==> src/rtl/arbiter_round_robin_if.sv <==
// Requester/resource handshake bundle for the round-robin arbiter.
// master drives requests, last flags and ready; slave (the arbiter) returns the grant.
interface arbiter_round_robin_if #(
  parameter int WIDTH = 8
);
  localparam int WIDTH_LOG = $clog2(WIDTH);

  logic [WIDTH-1:0]     req;
  logic [WIDTH-1:0]     lst;
  logic                 rdy;
  logic [WIDTH-1:0]     gnt;
  logic [WIDTH_LOG-1:0] gnt_idx;
  logic                 gnt_vld;
  logic                 trn;

  modport master (
    output req,
    output lst,
    output rdy,
    input  gnt,
    input  gnt_idx,
    input  gnt_vld,
    input  trn
  );

  modport slave (
    input  req,
    input  lst,
    input  rdy,
    output gnt,
    output gnt_idx,
    output gnt_vld,
    output trn
  );
endinterface

==> src/rtl/arbiter_round_robin.sv <==
// Round-robin arbiter: registered one-hot grant (1-cycle latency), held across a multi-beat
// transfer; rdy low stalls the grant indefinitely, release re-arbitrates with no idle bubble.
module arbiter_round_robin #(
  parameter int WIDTH     = 8,
  parameter int MAX_BEATS = 0
) (
  input  logic                  clk,
  input  logic                  rst,
  arbiter_round_robin_if.slave  bus
);
  localparam int WIDTH_LOG = $clog2(WIDTH);
  localparam int CNT_W     = (MAX_BEATS > 0) ? $clog2(MAX_BEATS + 1) : 1;
  localparam logic [CNT_W-1:0] CNT_LAST = CNT_W'((MAX_BEATS > 0) ? MAX_BEATS - 1 : 0);

  logic [WIDTH-1:0]     gnt_q;
  logic [WIDTH_LOG-1:0] gnt_idx_q;
  logic                 gnt_vld_q;
  logic [WIDTH_LOG-1:0] ptr_q;
  logic [CNT_W-1:0]     cnt_q;

  logic [WIDTH-1:0]     gnt_d;
  logic [WIDTH_LOG-1:0] gnt_idx_d;
  logic                 gnt_vld_d;
  logic [WIDTH_LOG-1:0] ptr_d;
  logic [CNT_W-1:0]     cnt_d;

  logic [WIDTH-1:0]     mask;
  logic                 msk_hit;
  logic [WIDTH_LOG-1:0] msk_idx;
  logic                 raw_hit;
  logic [WIDTH_LOG-1:0] raw_idx;
  logic [WIDTH_LOG-1:0] win_idx;
  logic                 trn;
  logic                 rel_lst;
  logic                 rel_lim;
  logic                 rel_wdr;
  logic                 release_evt;
  logic                 arb;

  // Lowest-index-wins encoder; returns {hit, index}.
  function automatic logic [WIDTH_LOG:0] lowest(input logic [WIDTH-1:0] vec);
    logic [WIDTH_LOG:0] res;
    res = '0;
    for (int i = WIDTH - 1; i >= 0; i--) begin
      if (vec[i]) begin
        res = {1'b1, WIDTH_LOG'(i)};
      end
    end
    return res;
  endfunction

  always_comb begin
    mask = '0;
    for (int i = 0; i < WIDTH; i++) begin
      if (i > int'(ptr_q)) begin
        mask[i] = 1'b1;
      end
    end
    {msk_hit, msk_idx} = lowest(bus.req & mask);
    {raw_hit, raw_idx} = lowest(bus.req);
  end

  // A masked hit is always also a raw hit, so raw_hit alone says whether anyone wins.
  assign win_idx = msk_hit ? msk_idx : raw_idx;

  assign trn         = gnt_vld_q & bus.rdy;
  assign rel_lst     = trn & bus.lst[gnt_idx_q];
  assign rel_lim     = (MAX_BEATS != 0) && trn && (cnt_q == CNT_LAST);
  assign rel_wdr     = ~bus.req[gnt_idx_q];
  assign release_evt = gnt_vld_q & (rel_lst | rel_lim | rel_wdr);
  assign arb         = ~gnt_vld_q | release_evt;

  always_comb begin
    gnt_d     = gnt_q;
    gnt_idx_d = gnt_idx_q;
    gnt_vld_d = gnt_vld_q;
    ptr_d     = ptr_q;
    cnt_d     = cnt_q;
    if (arb) begin
      if (raw_hit) begin
        gnt_d     = WIDTH'(1) << win_idx;
        gnt_idx_d = win_idx;
        gnt_vld_d = 1'b1;
        ptr_d     = win_idx;
        cnt_d     = '0;
      end else begin
        gnt_d     = '0;
        gnt_vld_d = 1'b0;
      end
    end else if (trn && (MAX_BEATS != 0)) begin
      cnt_d = cnt_q + CNT_W'(1);
    end
  end

  // ptr resets to the top index so requester 0 sees first priority.
  always_ff @(posedge clk or posedge rst) begin
    if (rst) begin
      gnt_q     <= '0;
      gnt_idx_q <= '0;
      gnt_vld_q <= 1'b0;
      ptr_q     <= WIDTH_LOG'(WIDTH - 1);
      cnt_q     <= '0;
    end else begin
      gnt_q     <= gnt_d;
      gnt_idx_q <= gnt_idx_d;
      gnt_vld_q <= gnt_vld_d;
      ptr_q     <= ptr_d;
      cnt_q     <= cnt_d;
    end
  end

  assign bus.gnt     = gnt_q;
  assign bus.gnt_idx = gnt_idx_q;
  assign bus.gnt_vld = gnt_vld_q;
  assign bus.trn     = trn;

  a_gnt_consistent: assert property (@(posedge clk) disable iff (rst)
    gnt_q == (WIDTH'(gnt_vld_q) << gnt_idx_q));
  a_gnt_onehot: assert property (@(posedge clk) disable iff (rst) $onehot0(gnt_q));
endmodule

==> src/flat_wrapper.sv <==
// flat-port wrapper written by rule: the top's interface ports become plain ports
module arbiter_round_robin_flat 
#(
  parameter int WIDTH     = 8,
  parameter int MAX_BEATS = 0
)
  (clk, rst, bus_req, bus_lst, bus_rdy, bus_gnt, bus_gnt_idx, bus_gnt_vld, bus_trn);
  arbiter_round_robin_if #(.WIDTH(WIDTH)) bus_i ();
  input  logic clk;
  input  logic rst;
  input wire logic [$bits(bus_i.req)-1:0] bus_req;
  input wire logic [$bits(bus_i.lst)-1:0] bus_lst;
  input wire logic [$bits(bus_i.rdy)-1:0] bus_rdy;
  output wire logic [$bits(bus_i.gnt)-1:0] bus_gnt;
  output wire logic [$bits(bus_i.gnt_idx)-1:0] bus_gnt_idx;
  output wire logic [$bits(bus_i.gnt_vld)-1:0] bus_gnt_vld;
  output wire logic [$bits(bus_i.trn)-1:0] bus_trn;
  assign bus_i.req = bus_req;
  assign bus_i.lst = bus_lst;
  assign bus_i.rdy = bus_rdy;
  assign bus_gnt = bus_i.gnt;
  assign bus_gnt_idx = bus_i.gnt_idx;
  assign bus_gnt_vld = bus_i.gnt_vld;
  assign bus_trn = bus_i.trn;
  arbiter_round_robin #(.WIDTH(WIDTH), .MAX_BEATS(MAX_BEATS)) u_core (.clk(clk), .rst(rst), .bus(bus_i));
endmodule
==> config.mk <==
export PLATFORM = sky130hd
export DESIGN_NAME = arbiter_round_robin_flat
export DESIGN_NICKNAME = d
export VERILOG_FILES = /design/src/rtl/arbiter_round_robin_if.sv /design/src/rtl/arbiter_round_robin.sv /design/src/flat_wrapper.sv
export SDC_FILE = /design/constraint.sdc
export NUM_CORES = 1
export LEC_CHECK = 0
export ABC_AREA = 1
export BUFFER_PORTS_ARGS = -buffer_cell sky130_fd_sc_hd__buf_2
export CAP_MARGIN = 20
export CORE_MARGIN = 2
export CORE_UTILIZATION = 45
export CTS_BUF_LIST = sky130_fd_sc_hd__clkbuf_16
export DETAILED_ROUTE_END_ITERATION = 16
export PLACE_DENSITY = 0.74
export SYNTH_ARGS = -nofsm -noshare
export SYNTH_HDL_FRONTEND = slang
export SYNTH_SLANG_ARGS = --single-unit
==> constraint.sdc <==
create_clock -name clk -period 1.61 [get_ports clk]
set_clock_uncertainty 0.2 [all_clocks]
set_input_delay 0.0805 -clock clk [delete_from_list [all_inputs] [get_ports clk]]
set_output_delay 0.0805 -clock clk [all_outputs]
set_load 0.05 [all_outputs]
---- Word level (Yosys, flattened, before mapping) ----
Cells that the tools add are included.
operators by class
  bitwise logic cells ..................... 8
  $lt $le $gt $ge ......................... 8
  reduce and logical (&&, ||, !) cells .... 1
  shift operators ......................... 1
  mux-type cells .......................... 30
operators with widths
  kind                 number
  $mux 4               16
  $gt 3x3->1 const A   4
  $mux 1               10
  $and 8x8->8          1
  $mux 8               1
  $shl 1x3->8 const A  1
  $bmux 1 s3           2
  $gt 2x3->1 const A   2
  $lt 3x4->1 const B   1
  $and 1x1->1          3
  $gt 1x3->1 const A   1
  $mux 3               1
  $not 1->1            2
  $or 1x1->1           2
  $reduce_and 2->1     1
word-level totals
  word-level logic and storage cells ...... 52
  output and inout bits ................... 13
  bits of input ports ..................... 19
  bits in registers ....................... 15

---- Depth between registers and ports, before layout ----
  depth after elaboration ................. 14
  gate-level depth with buffers ........... 12
  depth with buffers taken out ............ 12

---- Worst setup path after synthesis ----
OpenSTA, ideal clock, no wires.
  kind .................................... flip-flop to flip-flop
  start ................................... reg u_core.gnt_idx_q[0], in the netlist u_core.bus.gnt_idx[0]
  end ..................................... reg u_core.gnt_idx_q[0], in the netlist u_core.bus.gnt_idx[0]
  setup time .............................. 0.065 ns
  arrival time ............................ 1.703 ns
  data required time ...................... 1.345 ns
  setup slack ............................. -0.358 ns
  cell stages (with the launch flop) ...... 12
  path buffers ............................ 0
  clock period less this slack ............ 1.968 ns
  cell sequence ........................... dfrtp_1 > inv_1 > nand2_1 > nand3_1 > nand2_1 > nand2_1 > nand2_1 > nor2_2 > nand2_4 > nand2_4 > or2_1 > nand2_1
between the ends
  word-level cells in the longest chain between the ends .. 7
  elaborated cells on any way between the ends .. 10
  classes of those cells .................. mux (4); bitwise (5); reduce/logical (1)
RTL lines
  what                                             RTL line                                              source
  start: declaration                               arbiter_round_robin.sv:16                             logic [WIDTH_LOG-1:0] gnt_idx_q;
  start signal: assignment                         arbiter_round_robin.sv:105                            gnt_idx_q <= gnt_idx_d;
  $bmux 1 s3, on equally long branches             arbiter_round_robin.sv:67, arbiter_round_robin.sv:69
  $mux 1, on equally long branches                 arbiter_round_robin.sv:67, arbiter_round_robin.sv:69
  $and 1x1->1 / $not 1->1 (equally long branches)  arbiter_round_robin.sv:67, arbiter_round_robin.sv:69
  $or 1x1->1 *                                     arbiter_round_robin.sv:70                             assign release_evt = gnt_vld_q & (rel_lst | rel_lim | rel_wdr);
  $and 1x1->1 *                                    arbiter_round_robin.sv:70
  $or 1x1->1 *                                     arbiter_round_robin.sv:71                             assign arb = ~gnt_vld_q | release_evt;
  $reduce_and 2->1 (no line) *                     n/a
Every way passes the cells marked *; elsewhere a longest branch is shown, timed or not. The select of a mux whose other input is x is not followed.
A chain may end at the register's enable or synchronous reset.

---- Worst setup path in the final report ----
  start ................................... reg u_core.ptr_q[1]
  end ..................................... reg u_core.gnt_q[6], in the netlist u_core.bus.gnt[6]
between the ends
  word-level cells in the longest chain between the ends .. 14
  elaborated cells on any way between the ends .. 26
  classes of those cells .................. order compare (7); shift (1); mux (17); bitwise (1)
RTL lines
  what                      RTL line                    source
  start: declaration        arbiter_round_robin.sv:18   logic [WIDTH_LOG-1:0] ptr_q;
  start signal: assignment  arbiter_round_robin.sv:101  ptr_q <= WIDTH_LOG'(WIDTH - 1);
  start signal: assignment  arbiter_round_robin.sv:107  ptr_q <= ptr_d;
  $gt 3x3->1                arbiter_round_robin.sv:55   if (i > int'(ptr_q)) begin
  $mux 1                    arbiter_round_robin.sv:55
  $and 8x8->8 *             arbiter_round_robin.sv:59   {msk_hit, msk_idx} = lowest(bus.req & mask);
  $mux 4 (6 in a row)       arbiter_round_robin.sv:45   if (vec[i]) begin
  $mux 4 * (2 in a row)     arbiter_round_robin.sv:45
  $mux 3 *                  arbiter_round_robin.sv:64   assign win_idx = msk_hit ? msk_idx : raw_idx;
  $shl 1x3->8 *             arbiter_round_robin.sv:81   gnt_d = WIDTH'(1) << win_idx;
  $mux 8 *                  arbiter_round_robin.sv:80   if (raw_hit) begin
  end signal: assignment    arbiter_round_robin.sv:104  gnt_q <= gnt_d;
  end: declaration          arbiter_round_robin.sv:15   logic [WIDTH-1:0] gnt_q;
Every way passes the cells marked *; elsewhere a longest branch is shown, timed or not.

==> impl_metrics.csv <==
group,metric,value,unit
min_path,worstHoldEndpoint,"u_core.bus.gnt_vld",
synth,warnings_from_yosys,0,
worst_setup_path,critical_path.cell_chain,"nand3_2 -> nand3_1 -> nand2_1 -> nand2_1 -> nand2_1 -> nand2_1 -> nand2_2 -> nor2_4 -> nand2_1 -> o21bai_1",
finish,antennaDiodeCount,0,
min_path,min_delay_path_depth,3,
worst_setup_path,r2r_slack,-0.22,ns
worst_setup_path,worstPathArrival,1.80,ns
synth,synth_async_sr_flop_share,1.000,
worst_setup_path,timing.critical_path.max_delay_family,"simple AND/OR/NAND/NOR gates",
global_route,gr-usage-met3,0.06034,
clock_tree,cts_h_tree_depth,1,
placed_design,place_hpwl,2.108,mm
worst_setup_path,crit_path_top_delay_cell,"sky130_fd_sc_hd__dfstp_2",
status,run_status,"finished with violations",
worst_setup_path,worstPathMaxFanout,5,
clock_tree,ctsLongestPathBuffers,2,
floorplanning,die_h,51.78,µm
global_route,global_route.usage.met2,0.4380,
synth,top_cell_type_by_total_area_after_synthesis,"sky130_fd_sc_hd__dfrtp_1",
sta,timing.slew.headroom,0.6331,
worst_setup_path,path_buf_inv,0,
worst_setup_path,critPathKind,"reg -> reg",
finish,finish.cell_count_without_fillers,238,
route,drt_wl_total,2.962,mm
route,drcViolationCount,0,
floorplanning,initial_core_util,0.4689,
worst_setup_path,cpMostUsedCell,"sky130_fd_sc_hd__nand2_1",
sta,fmaxAchievable,547.2,MHz
worst_setup_path,regToRegEndpoint,"u_core.bus.gnt[6]",
synth,synth_most_common_cell,"sky130_fd_sc_hd__nand2_1",
placed_design,dp_slack,-0.1943,ns
finish,layout-area-overhead-vs-synth,50.55,%
sta,timing_hold_violations_final,0,
global_route,number_of_global_route_vias_before_repair,1124,
placed_design,io_buffers,31,
synth,synth_area_leaders,"sky130_fd_sc_hd__dfrtp_1 (29%), sky130_fd_sc_hd__nand2_1 (23%), sky130_fd_sc_hd__nand3_1 (8.3%)",
sta,post-route-worst-setup-slack,-0.2174,ns
min_path,hp-start,"bus_req[5]",
placed_design,place.gp.congestion,0.8942,
global_route,grt_overflow_total,0,
global_route,grt_pass1_wl,4.809,mm
finish,fraction_of_layout_cells_with_a_size_suffix_above_1,0.4905,
sta,final_max_slew_viol_count,0,
sta,period_needed,1.827,ns
worst_setup_path,timing.critical_path.from_type,"flip-flop",
finish,design.final.nets,230,
clock_tree,clockRootBuffer,"sky130_fd_sc_hd__clkbuf_16",
sta,finalSetupViolations,14,
finish,fill_cells,180,
synth,syn-num-nets,181,
global_route,antenna_found_initial,0,
floorplanning,floorplan.rows,17,
worst_setup_path,worstSetupEndpointType,"flip-flop",
route,initialDrtViolationCount,18,
synth,synth_area,0.001027,mm²
synth,synth_top_flop_cell,"sky130_fd_sc_hd__dfrtp_1",
power_and_ir_drop,static-leakage-power,0.8404,nW
route,antenna_violating_nets_post_route,0,
worst_setup_path,timing.critical_path.required,1.58,ns
synth,syn_inst,162,
floorplanning,die_outline_area,0.002681,mm²
clock_tree,cts_tree,"done",
placed_design,placedCellCount,230,
synth,post_synth_num_cell_types,18,
sta,rsz0062_at_grt,"yes",
floorplanning,die-width,51.78,µm
clock_tree,clk-insertion-delay-late,0.25,ns
synth,post_synth_most_frequent_cells,"sky130_fd_sc_hd__nand2_1 (63), sky130_fd_sc_hd__inv_1 (21), sky130_fd_sc_hd__nor2_1 (20)",
run,maxCapViolations,0,
route,via_per_inst,5.126,
global_route,grt_max_degree,16,
synth,synth_seq_cells,15,
clock_tree,clk_pin_slew,0.05,ns
worst_setup_path,ff2ff_path_depth,10,
synth,post-synth-top-area-fraction,0.2923,
synth,syn_avg_cell_area,6.341,µm²
worst_setup_path,critical_path.max_stage_delay,0.59,ns
synth,synth.yosys.seq_area_share,0.3691,
power_and_ir_drop,power-per-cell-area,2265,mW/mm²
clock_tree,cts_inserted_buffers,3,
floorplanning,design.core.area,0.002191,mm²
power_and_ir_drop,vdd_ir_drop_max,1351,µV
synth,synth_edf_count,0,
route,route.vias.total,1220,
sta,max_slew.worst_pin.slew,0.5497,ns
route,routed_wire_length_per_instance,12.45,µm
clock_tree,cts_sinks,15,
sta,final.period_utilization,1.135,
floorplanning,ios,32,
global_route,grt_busiest_layer,"met2",
status,failed_checks,"setup timing",
min_path,min_path_type,"in -> reg",
global_route,use_met1,0.2687,
global_route,grtUsageTotal,0.2425,
route,drt-pass1-iter-count,4,
worst_setup_path,regToRegStartpoint,"u_core.ptr_q[1]",
[cells by family (layout without fill, tap and decap cells)]
group / count (synthesis) / count (layout) / synth area share
flops: 15 / 15 / 0.3691
simple gates: 110 / 110 / 0.4628
compound gates: 13 / 13 / 0.07308
buf+inv: 24 / 72 / 0.09501
[worst register-to-register path, stage by stage, from the launching register on]
cell	delay, ns
sky130_fd_sc_hd__dfstp_2	0.59
sky130_fd_sc_hd__nand3_2	0.11
sky130_fd_sc_hd__nand3_1	0.11
sky130_fd_sc_hd__nand2_1	0.06
sky130_fd_sc_hd__nand2_1	0.06
sky130_fd_sc_hd__nand2_1	0.05
sky130_fd_sc_hd__nand2_1	0.07
sky130_fd_sc_hd__nand2_2	0.07
sky130_fd_sc_hd__nor2_4	0.16
sky130_fd_sc_hd__nand2_1	0.14
sky130_fd_sc_hd__o21bai_1	0.15
[stage by stage]
stage / util / total power, mW / hold WS, ns / TNS, ns / instance area [µm²]
floorplan: - / 1.953 / -0.2204 / -1.574 / 1035
global placement: 0.5882 / 2.453 / -0.05670 / -1.686 / 1289
detailed placement: 0.5882 / 2.500 / -0.04125 / -2.220 / 1289
CTS: 0.6499 / 3.151 / 0.1516 / -1.908 / 1424
global route: 0.7059 / 3.795 / 0.2022 / -3.740 / 1546
finish: 0.7059 / 3.502 / 0.1678 / -2.192 / 1546
[flip-flops by register name (all words and copies together) (netlist names)]
register and cells:
u_core.ptr_q 3, u_core.bus.gnt_idx 3, u_core.bus.gnt_vld 1, u_core.bus.gnt 8
[worst max path at each step]
| stage | start | endpoint | slack [ns] | depth (start not counted) |
|---|---|---|---|---|
| after detailed placement | u_core.ptr_q[1] | u_core.bus.gnt_idx[0] | -0.19 | 9 |
| after CTS | u_core.ptr_q[2] | u_core.bus.gnt_idx[0] | -0.17 | 9 |
| final | u_core.ptr_q[1] | u_core.bus.gnt[6] | -0.22 | 10 |
| after floorplan | u_core.bus.gnt_idx[0] | u_core.bus.gnt_idx[0] | -0.16 | 10 |
| after global routing | u_core.bus.gnt_idx[0] | u_core.bus.gnt[1] | -0.30 | 11 |
| after global placement | u_core.ptr_q[2] | u_core.ptr_q[0] | -0.15 | 9 |
[placed cells by master, fill, tap and decap left out, drive strengths merged]
cell and n:
clkinvlp 1, nor3 1, buf 44, dfrtp 12, o21bai 4, clkinv 1, clkbuf 3, dlygate4sd3 1
nand2 66, or2 2, o21ai 3, inv 22, a21oi 6, nand3 19, dfstp 3, nor2 22
[power by group]
part           leakage, nW  internal (mW)  total [mW]  switching [mW]
logic                0.619          0.850        2.30            1.45
registers            0.181          0.553       0.707           0.154
clock network       0.0409          0.332       0.492           0.160
total                0.840           1.74        3.50            1.77
[what timing repair did]
action | 4_1_cts | 5_1_grt
cloned | 0 | 0
pin swaps | 5 | 11
setup endpoints to repair | 14 | 14
hold endpoints to repair | 12 | 0
hold buffers | 1 | 0
setup buffers | 0 | 3
resized for setup | 16 | 33
[layer usage]
metal | share of wire | wire, µm
met1 | 0.39 | 1168
met2 | 0.52 | 1528
met3 | 0.054 | 161
met4 | 0.035 | 104
met5 | 0 | 0
[final cells by class]
| type | instances | area [µm²] | share of cell area |
|---|---|---|---|
| multi-input combinational | 123 | 679.4 | 0.4393 |
| sequential | 15 | 382.9 | 0.2476 |
| timing repair buffer | 45 | 274.0 | 0.1772 |
| inverter | 23 | 95.09 | 0.06149 |
| clock buffer | 3 | 75.07 | 0.04854 |
| tap | 28 | 35.03 | 0.02265 |
| clock inverter | 1 | 5.005 | 0.003236 |
(Power assumes the default switching activity.)
